File: src/rtl/serial_adder8_if.sv
`default_nettype none
// ============================================================================
// Module      : serial_adder8_if
// Description : Operand/result valid-ready bundle for the bit-serial adder.
// Revision    : 1.0 - initial release
// ============================================================================
interface serial_adder8_if #(
    parameter int WIDTH = 8
);
    logic             in_valid;
    logic             in_ready;
    logic [WIDTH-1:0] a;
    logic [WIDTH-1:0] b;
    logic             cin;
    logic             out_valid;
    logic             out_ready;
    logic [WIDTH-1:0] sum;
    logic             cout;
    logic             ovf;

    modport master (
        output in_valid, a, b, cin, out_ready,
        input  in_ready, out_valid, sum, cout, ovf
    );

    modport slave (
        input  in_valid, a, b, cin, out_ready,
        output in_ready, out_valid, sum, cout, ovf
    );
endinterface
`default_nettype wire

File: src/rtl/serial_adder8.sv
`default_nettype none
// ============================================================================
// Module      : serial_adder8
// Description : Bit-serial two's-complement adder, one full-adder cell, LSB first.
// Revision    : 1.0 - initial release
// ============================================================================
module serial_adder8 #(
    parameter int WIDTH = 8
) (
    input  wire logic       clk,
    input  wire logic       rst_n,
    serial_adder8_if.slave  bus
);
    localparam int c_CNT_W = $clog2(WIDTH);

    typedef enum logic [1:0] {
        S_IDLE = 2'd0,
        S_RUN  = 2'd1,
        S_DONE = 2'd2
    } state_t;

    state_t             r_state;
    state_t             w_next;
    logic               w_in_ready;
    logic               w_out_valid;

    logic [WIDTH-1:0]   r_a;
    logic [WIDTH-1:0]   r_b;
    logic [WIDTH-2:0]   r_acc;
    logic [WIDTH-1:0]   r_sum;
    logic               r_carry;
    logic               r_cout;
    logic               r_ovf;
    logic [c_CNT_W-1:0] r_cnt;

    logic               w_s;
    logic               w_c;
    logic               w_last;
    logic [WIDTH-1:0]   w_shift;

    assign w_s     = r_a[0] ^ r_b[0] ^ r_carry;
    assign w_c     = (r_a[0] & r_b[0]) | (r_a[0] & r_carry) | (r_b[0] & r_carry);
    assign w_last  = (r_cnt == c_CNT_W'(WIDTH - 1));
    // Partial sum collects bits 0..WIDTH-2; the final bit completes it at capture.
    assign w_shift = {w_s, r_acc};

    always_ff @(posedge clk) begin
        if (!rst_n) begin
            r_state <= S_IDLE;
        end else begin
            r_state <= w_next;
        end
    end

    always_comb begin
        w_next      = r_state;
        w_in_ready  = 1'b0;
        w_out_valid = 1'b0;
        case (r_state)
            S_IDLE: begin
                w_in_ready = 1'b1;
                if (bus.in_valid) begin
                    w_next = S_RUN;
                end
            end
            S_RUN: begin
                if (w_last) begin
                    w_next = S_DONE;
                end
            end
            S_DONE: begin
                w_out_valid = 1'b1;
                if (bus.out_ready) begin
                    w_next = S_IDLE;
                end
            end
            default: begin
                w_next = S_IDLE;
            end
        endcase
    end

    always_ff @(posedge clk) begin
        if (!rst_n) begin
            r_a     <= '0;
            r_b     <= '0;
            r_acc   <= '0;
            r_sum   <= '0;
            r_carry <= 1'b0;
            r_cout  <= 1'b0;
            r_ovf   <= 1'b0;
            r_cnt   <= '0;
        end else begin
            case (r_state)
                S_IDLE: begin
                    if (bus.in_valid) begin
                        r_a     <= bus.a;
                        r_b     <= bus.b;
                        r_carry <= bus.cin;
                        r_cnt   <= '0;
                    end
                end
                S_RUN: begin
                    r_a     <= {1'b0, r_a[WIDTH-1:1]};
                    r_b     <= {1'b0, r_b[WIDTH-1:1]};
                    r_acc   <= w_shift[WIDTH-1:1];
                    r_carry <= w_c;
                    r_cnt   <= r_cnt + 1'b1;
                    // r_carry here is the carry into the MSB cell.
                    if (w_last) begin
                        r_sum  <= w_shift;
                        r_cout <= w_c;
                        r_ovf  <= r_carry ^ w_c;
                    end
                end
                default: begin
                end
            endcase
        end
    end

    assign bus.in_ready  = w_in_ready;
    assign bus.out_valid = w_out_valid;
    assign bus.sum       = r_sum;
    assign bus.cout      = r_cout;
    assign bus.ovf       = r_ovf;
endmodule
`default_nettype wire

File: src/flat_wrapper.sv
// flat-port wrapper written by rule: the top's interface ports become plain ports
module serial_adder8_flat 
#(
    parameter int WIDTH = 8
)
  (clk, rst_n, bus_in_valid, bus_a, bus_b, bus_cin, bus_out_ready, bus_in_ready, bus_out_valid, bus_sum, bus_cout, bus_ovf);
  serial_adder8_if #(.WIDTH(WIDTH)) bus_i ();
  input  wire logic clk;
  input  wire logic rst_n;
  input wire logic [$bits(bus_i.in_valid)-1:0] bus_in_valid;
  input wire logic [$bits(bus_i.a)-1:0] bus_a;
  input wire logic [$bits(bus_i.b)-1:0] bus_b;
  input wire logic [$bits(bus_i.cin)-1:0] bus_cin;
  input wire logic [$bits(bus_i.out_ready)-1:0] bus_out_ready;
  output wire logic [$bits(bus_i.in_ready)-1:0] bus_in_ready;
  output wire logic [$bits(bus_i.out_valid)-1:0] bus_out_valid;
  output wire logic [$bits(bus_i.sum)-1:0] bus_sum;
  output wire logic [$bits(bus_i.cout)-1:0] bus_cout;
  output wire logic [$bits(bus_i.ovf)-1:0] bus_ovf;
  assign bus_i.in_valid = bus_in_valid;
  assign bus_i.a = bus_a;
  assign bus_i.b = bus_b;
  assign bus_i.cin = bus_cin;
  assign bus_i.out_ready = bus_out_ready;
  assign bus_in_ready = bus_i.in_ready;
  assign bus_out_valid = bus_i.out_valid;
  assign bus_sum = bus_i.sum;
  assign bus_cout = bus_i.cout;
  assign bus_ovf = bus_i.ovf;
  serial_adder8 #(.WIDTH(WIDTH)) u_core (.clk(clk), .rst_n(rst_n), .bus(bus_i));
endmodule
File: config.mk
export PLATFORM = sky130hd
export DESIGN_NAME = serial_adder8_flat
export DESIGN_NICKNAME = d
export VERILOG_FILES = /design/src/rtl/serial_adder8_if.sv /design/src/rtl/serial_adder8.sv /design/src/flat_wrapper.sv
export SDC_FILE = /design/constraint.sdc
export NUM_CORES = 1
export LEC_CHECK = 0
export ABC_AREA = 1
export CAP_MARGIN = 20
export CORE_ASPECT_RATIO = 1.5
export CORE_UTILIZATION = 45
export DETAILED_ROUTE_END_ITERATION = 10
export DONT_BUFFER_PORTS = 1
export SYNTH_ARGS = -nofsm -noshare
export SYNTH_HDL_FRONTEND = slang
export SYNTH_SLANG_ARGS = --single-unit
File: constraint.sdc
create_clock -name clk -period 2.66 [get_ports clk]
set_input_delay 0.665 -clock clk [delete_from_list [all_inputs] [get_ports clk]]
set_output_delay 0.665 -clock clk [all_outputs]
set_load 0.005 [all_outputs]
### Word level (Yosys, flattened, before mapping)

Index checks and enable logic that the tools add are counted.

* output and inout port bits: 12
* latch bits: 0
* register bits: 39
* logic and storage cells: 43
* ROM bits: 0
* memories kept: 0
* input bits: 21
* memory bits (writable): 0

* bitwise gates (word level): 8
* multipliers: 0
* add/subtract/negate cells: 1
* multiplexer cells: 14
* shift operators: 0
* reduce and logical (&&, ||, !) cells: 5
* order comparisons: 0
* equality and inequality tests: 6
* div/mod/pow operators: 0

Operator list (count)
* 8-bit case mux with 2 select lines: 2
* 8-bit two-way mux: 2
* 2-bit two-way mux: 3
* 2-bit case mux with 3 select lines: 1
* 3-bit case mux with 2 select lines: 1
* 2-bit != test, second input constant: 2
* 2-bit AND reduction: 2
* 3-bit by 1-bit adder with 3-bit output, second input constant: 1
* 1-bit bitwise AND: 3
* 3-bit equality test, second input constant: 1
* 1-bit two-way mux: 3
* 3-bit two-way mux: 1
* 3-bit AND reduction: 1
* 1-bit bitwise XOR: 3
* 2-bit by 1-bit equality test with 1-bit output, second input constant: 1
* 2-bit equality test, second input constant: 1
* 2-bit logical NOT: 1
* 2-bit by 1-bit != test with 1-bit output, second input constant: 1
* 1-bit OR: 2
* 1-bit case mux with 2 select lines: 1
* 2-bit nonzero test: 1

### Depth between registers and ports, before layout

* depth after elaboration: 4
* depth in mapped cells: 8
* mapped depth without buffers: 7

### Worst setup path before layout

No wires, ideal clock.

* kind: reg2out
* from: reg u_core.r_state[0]
* to: out bus_in_ready
* required time: 1.995 ns
* path slack: 1.352 ns
* data arrival time: 0.643 ns
* stages on the path, launching flop included: 3
* cell sequence: dfxtp_1 buf_6 nor2_1

* cells in the longest elaborated chain, start to end: 2

RTL lines
* from (decl): line serial_adder8.sv:22 `state_t r_state;`
* from (signal assigned): line serial_adder8.sv:51 `r_state <= w_next;`
* 2-bit logical NOT: line serial_adder8.sv:59 `case (r_state)`
* 1-bit two-way mux: line serial_adder8.sv:59
* to (decl): line flat_wrapper.sv:15 `output wire logic [$bits(bus_i.in_ready)-1:0] bus_in_ready;`

Every way passes these cells.

### Final worst setup path

Ends and elaborated chain as after synthesis.

==> report_table.html <==
<table>
<tr><th>Metric</th><th>Value</th></tr>
<tr><th colspan="2">Floorplan</th></tr>
<tr><td>Die Span Y</td><td>80.38 um</td></tr>
<tr><td>I/O pin count</td><td>33</td></tr>
<tr><td>Initial Util</td><td>0.4697</td></tr>
<tr><td>Floorplan Core Area</td><td>0.003924 mm2</td></tr>
<tr><td>Std-Cell Rows</td><td>28</td></tr>
<tr><td>DIE WIDTH</td><td>54.26 um</td></tr>
<tr><td>Total die area</td><td>0.004361 mm2</td></tr>
<tr><th colspan="2">Critical path</th></tr>
<tr><td>Critical path class</td><td>reg2out</td></tr>
<tr><td>Type of element capturing the critical path</td><td>output pin</td></tr>
<tr><td>Worst path cell trace</td><td>nor2_1</td></tr>
<tr><td>Largest stage delay on the critical path</td><td>810 ps</td></tr>
<tr><td>Critical path arrival</td><td>1330 ps</td></tr>
<tr><td>CP max stage cell</td><td>dfxtp_1</td></tr>
<tr><td>Critical-path maximum fanout</td><td>20</td></tr>
<tr><td>Gate family responsible for the most delay along the worst path</td><td>flip-flops</td></tr>
<tr><td>CP startpoint kind</td><td>register</td></tr>
<tr><td>Critical path buffers and inverters</td><td>0</td></tr>
<tr><td>Req. time, crit path</td><td>2000 ps</td></tr>
<tr><th colspan="2">CTS</th></tr>
<tr><td>Clock latency on the worst-skew pair</td><td>290 ps</td></tr>
<tr><td>Clock tree from TritonCTS</td><td>built</td></tr>
<tr><td>CTS Buffer Depth</td><td>2</td></tr>
<tr><td>Clock slew seen by the registers of the worst setup and hold paths</td><td>80 ps</td></tr>
<tr><td>Buffer type at the clock tree root</td><td>clkbuf_8</td></tr>
<tr><td>Number of cells upsized or downsized after cts</td><td>0</td></tr>
<tr><td>Post CTS Setup Buffer Count</td><td>0</td></tr>
<tr><td>Count of hold buffers inserted by post-cts repair</td><td>0</td></tr>
<tr><td>Depth of the CTS H-tree</td><td>2</td></tr>
<tr><td>Clock buffers created by TritonCTS</td><td>5</td></tr>
<tr><td>Number of sinks driven by the clock tree</td><td>39</td></tr>
<tr><th colspan="2">Layout</th></tr>
<tr><td>Final core utilization</td><td>0.4923</td></tr>
<tr><td>Final Net Count</td><td>299</td></tr>
<tr><td>Number of inserted diodes</td><td>0</td></tr>
<tr><td>Share of post-route cells with drive strength above 1</td><td>0.05435</td></tr>
<tr><td>Area growth from synthesis to layout</td><td>4.820%</td></tr>
<tr><th colspan="2">Power</th></tr>
<tr><td>Net Sw Frac</td><td>0.2551</td></tr>
<tr><td>Switching power</td><td>0.0003275 W</td></tr>
<tr><td>Sequential cell fraction of total power</td><td>0.501</td></tr>
<tr><td>Internal Power</td><td>0.0009564 W</td></tr>
<tr><td>Clock Power Share</td><td>0.385</td></tr>
<tr><td>Gate power share</td><td>0.114</td></tr>
<tr><td>Max rail drop VDD</td><td>452.8 uV</td></tr>
<tr><td>Total power density per cell area</td><td>664.6 mW/mm2</td></tr>
<tr><td>Leakage power figure</td><td>0.9640 nW</td></tr>
<tr><th colspan="2">Place</th></tr>
<tr><td>Final Wtd Congestion</td><td>0.7013</td></tr>
<tr><td>HPWL after detailed placement</td><td>2180 um</td></tr>
<tr><td>Port Buffer Count</td><td>0</td></tr>
<tr><th colspan="2">Global route</th></tr>
<tr><td>Met2 routing resource usage after global routing</td><td>0.2720</td></tr>
<tr><td>Global-route congestion overflow total</td><td>0</td></tr>
<tr><td>Via count of the first global-routing pass</td><td>1230</td></tr>
<tr><td>Initial antenna violation count</td><td>0</td></tr>
<tr><td>Largest net degree at the start of global routing</td><td>36</td></tr>
<tr><td>Busiest layer in global routing</td><td>met2</td></tr>
<tr><td>First-pass GRT wire length</td><td>5230 um</td></tr>
<tr><td>Total routing usage reported by global routing</td><td>0.1661</td></tr>
<tr><td>Met1 global-route usage</td><td>0.1947</td></tr>
<tr><td>GRT met3 Usage</td><td>0.03598</td></tr>
<tr><th colspan="2">Timing</th></tr>
<tr><td>Slew at the pin closest to its max-slew limit</td><td>815.1 ps</td></tr>
<tr><td>Count of pins over their slew limit</td><td>0</td></tr>
<tr><td>Slew Limit Headroom</td><td>0.4546</td></tr>
<tr><td>Period minus WS final</td><td>1994 ps</td></tr>
<tr><td>Hold Violations, Final</td><td>0</td></tr>
<tr><td>TNS Setup</td><td>0 ps</td></tr>
<tr><td>Final cycle utilization of the critical path</td><td>0.7494</td></tr>
<tr><td>Endpoints failing setup</td><td>0</td></tr>
<tr><td>Final setup skew</td><td>10.06 ps</td></tr>
<tr><td>Top achievable clock speed</td><td>0.5016 GHz</td></tr>
<tr><td>RSZ-0062 raised after global routing</td><td>false</td></tr>
<tr><th colspan="2">Synth</th></tr>
<tr><td>Most frequent cell after synthesis</td><td>nand2_1</td></tr>
<tr><td>Async set or reset register ratio after synthesis</td><td>0</td></tr>
<tr><td>Register bit total from synthesis</td><td>39</td></tr>
<tr><td>Number of instances in the synthesized netlist</td><td>278</td></tr>
<tr><td>Most common library cells after synthesis</td><td>nand2_1 (91), inv_1 (50), nor2_1 (40), dfxtp_1 (39), a21oi_1 (27)</td></tr>
<tr><td>Top_reg_cell synth</td><td>dfxtp_1</td></tr>
<tr><td>Area share of the largest cell type after synthesis</td><td>0.4236</td></tr>
<tr><td>Sequential fraction of the synthesis area</td><td>0.4236</td></tr>
<tr><td>Synthesized area</td><td>0.001843 mm2</td></tr>
<tr><td>Number of flops mapped to enable cells by yosys</td><td>0</td></tr>
<tr><td>Syn_area_per_cell</td><td>6.630 um2</td></tr>
<tr><td>Library cell occupying the most area in the post-synthesis netlist</td><td>dfxtp_1</td></tr>
<tr><td>Cell types with the largest area share after synthesis</td><td>dfxtp_1 (42%), nand2_1 (19%), inv_1 (10%), nor2_1 (8.1%), a21oi_1 (7.3%)</td></tr>
<tr><td>Number of different library cells in the post-synthesis netlist</td><td>20</td></tr>
<tr><td>Yosys warning total</td><td>0</td></tr>
<tr><td>Post-synth net total</td><td>302</td></tr>
<tr><th colspan="2">Detailed routing</th></tr>
<tr><td>Total via count in the routed design</td><td>1469</td></tr>
<tr><td>Pre-Repair DR Iteration Count</td><td>3</td></tr>
<tr><td>Antenna-violating nets left</td><td>0</td></tr>
<tr><td>Routed wire length</td><td>3188 um</td></tr>
<tr><td>Average detailed-routed wire length per instance</td><td>9.931 um</td></tr>
<tr><td>Number of remaining DRC errors</td><td>0</td></tr>
<tr><td>Routed via count divided by cell count</td><td>4.576</td></tr>
<tr><td>1st-iter DRT viols</td><td>17</td></tr>
<tr><th colspan="2">Hold path</th></tr>
<tr><td>Min-Delay Path Class</td><td>reg2reg</td></tr>
<tr><th colspan="2">Run status</th></tr>
<tr><td>Run status</td><td>finished, final reports clean</td></tr>
<tr><th colspan="2">Job</th></tr>
<tr><td>Number of max-cap violations</td><td>0</td></tr>
</table>
## metrics by stage
| stage | power [W] | hold WS (ps) | cell area (um2) | std cells | worst slack, ps |
|---|---|---|---|---|---|
| floorplan | 0.0007959 | 439.0 | 1843 | 278 | 1352 |
| global placement | 0.0008038 | 456.9 | 1819 | 313 | 951.1 |
| detailed placement | 0.0008059 | 458.0 | 1819 | 313 | 902.9 |
| CTS | 0.001301 | 470.8 | 1932 | 321 | 645.3 |
| global route | 0.001355 | 470.2 | 1932 | 321 | 601.5 |
| finish | 0.001284 | 465.4 | 1932 | 321 | 666.5 |
## kinds of logic after synthesis
logic type               after synthesis  share of synthesized area
buffers and inverters                 63                     0.1555
adder cells (fa/ha/maj)                3                    0.02444
flip-flops                            39                     0.4236
XOR/XNOR                               1                   0.004753
AO/OA/AOI/OAI                         36                     0.1039
AND/OR/NAND/NOR                      136                     0.2878
## state kept, by name (all words and copies together) (netlist names)
signal,cells
u_core.bus.cout,1
u_core.bus.ovf,1
u_core.bus.sum,8
u_core.r_a,8
u_core.r_acc,7
u_core.r_b,8
u_core.r_carry,1
u_core.r_cnt,3
u_core.r_state,2
## worst register-to-register path, cell delays in order (launching register included)
cell     delay (ps)
dfxtp_1         810
nand2_2         320
buf_4           280
o21ai_0         190
nor2_1           60
## cells in the final DEF, fill, tap and decap left out, drive strengths merged
cell | synthesis | routed
nand2 | 93 | 93
inv | 51 | 51
nor2 | 41 | 41
dfxtp | 39 | 39
a21oi | 27 | 27
o21ai | 9 | 9
clkbuf | 3 | 5
nand3 | 2 | 2
ha | 2 | 2
buf | 9 | 2
clkinv | 0 | 2
xor2 | 1 | 1
fa | 1 | 1
bufinv | 0 | 1
## worst paths after layout
| check | startpoint | end | slack (ps) | cells past startpoint |
|---|---|---|---|---|
| worst min register to register | u_core.r_acc[4] | u_core.r_acc[4] | 470 | 2 |
| worst min-delay path | u_core.r_acc[4] | u_core.r_acc[4] | 470 | 2 |
| worst max-delay path | u_core.r_state[0] | bus_in_ready | 670 | 1 |
| worst max register to register | u_core.r_state[0] | u_core.r_acc[0] | 900 | 4 |
## routing by layer
layer,part of all wire,routed length (um)
met3,0.029,91
met1,0.47,1489
met5,0,0
met4,0.020,65
met2,0.48,1541
## area by class of cell
type / count / area (um2)
Clock buffer: 5 / 68.82
Timing Repair Buffer: 2 / 15.01
Sequential cell: 39 / 780.7
Tap cell: 45 / 56.30
Inverter: 51 / 191.4
Multi-Input combinational cell: 176 / 775.7
Clock inverter: 3 / 43.79
Fill cell: 435 / 1992
## power groups by stage
| stage | Clock (W) | Combinational [W] | Sequential (W) |
|---|---|---|---|
| 2_1_floorplan | 0 | 0.000149 | 0.000647 |
| 3_3_place_gp | 0 | 0.000148 | 0.000656 |
| 3_5_place_dp | 0 | 0.000149 | 0.000657 |
| 4_1_cts | 0.000508 | 0.000149 | 0.000644 |
| 5_1_grt | 0.000534 | 0.000173 | 0.000648 |
| 6_report | 0.000495 | 0.000146 | 0.000643 |
No activity file was read; power rests on OpenSTA's default activity.
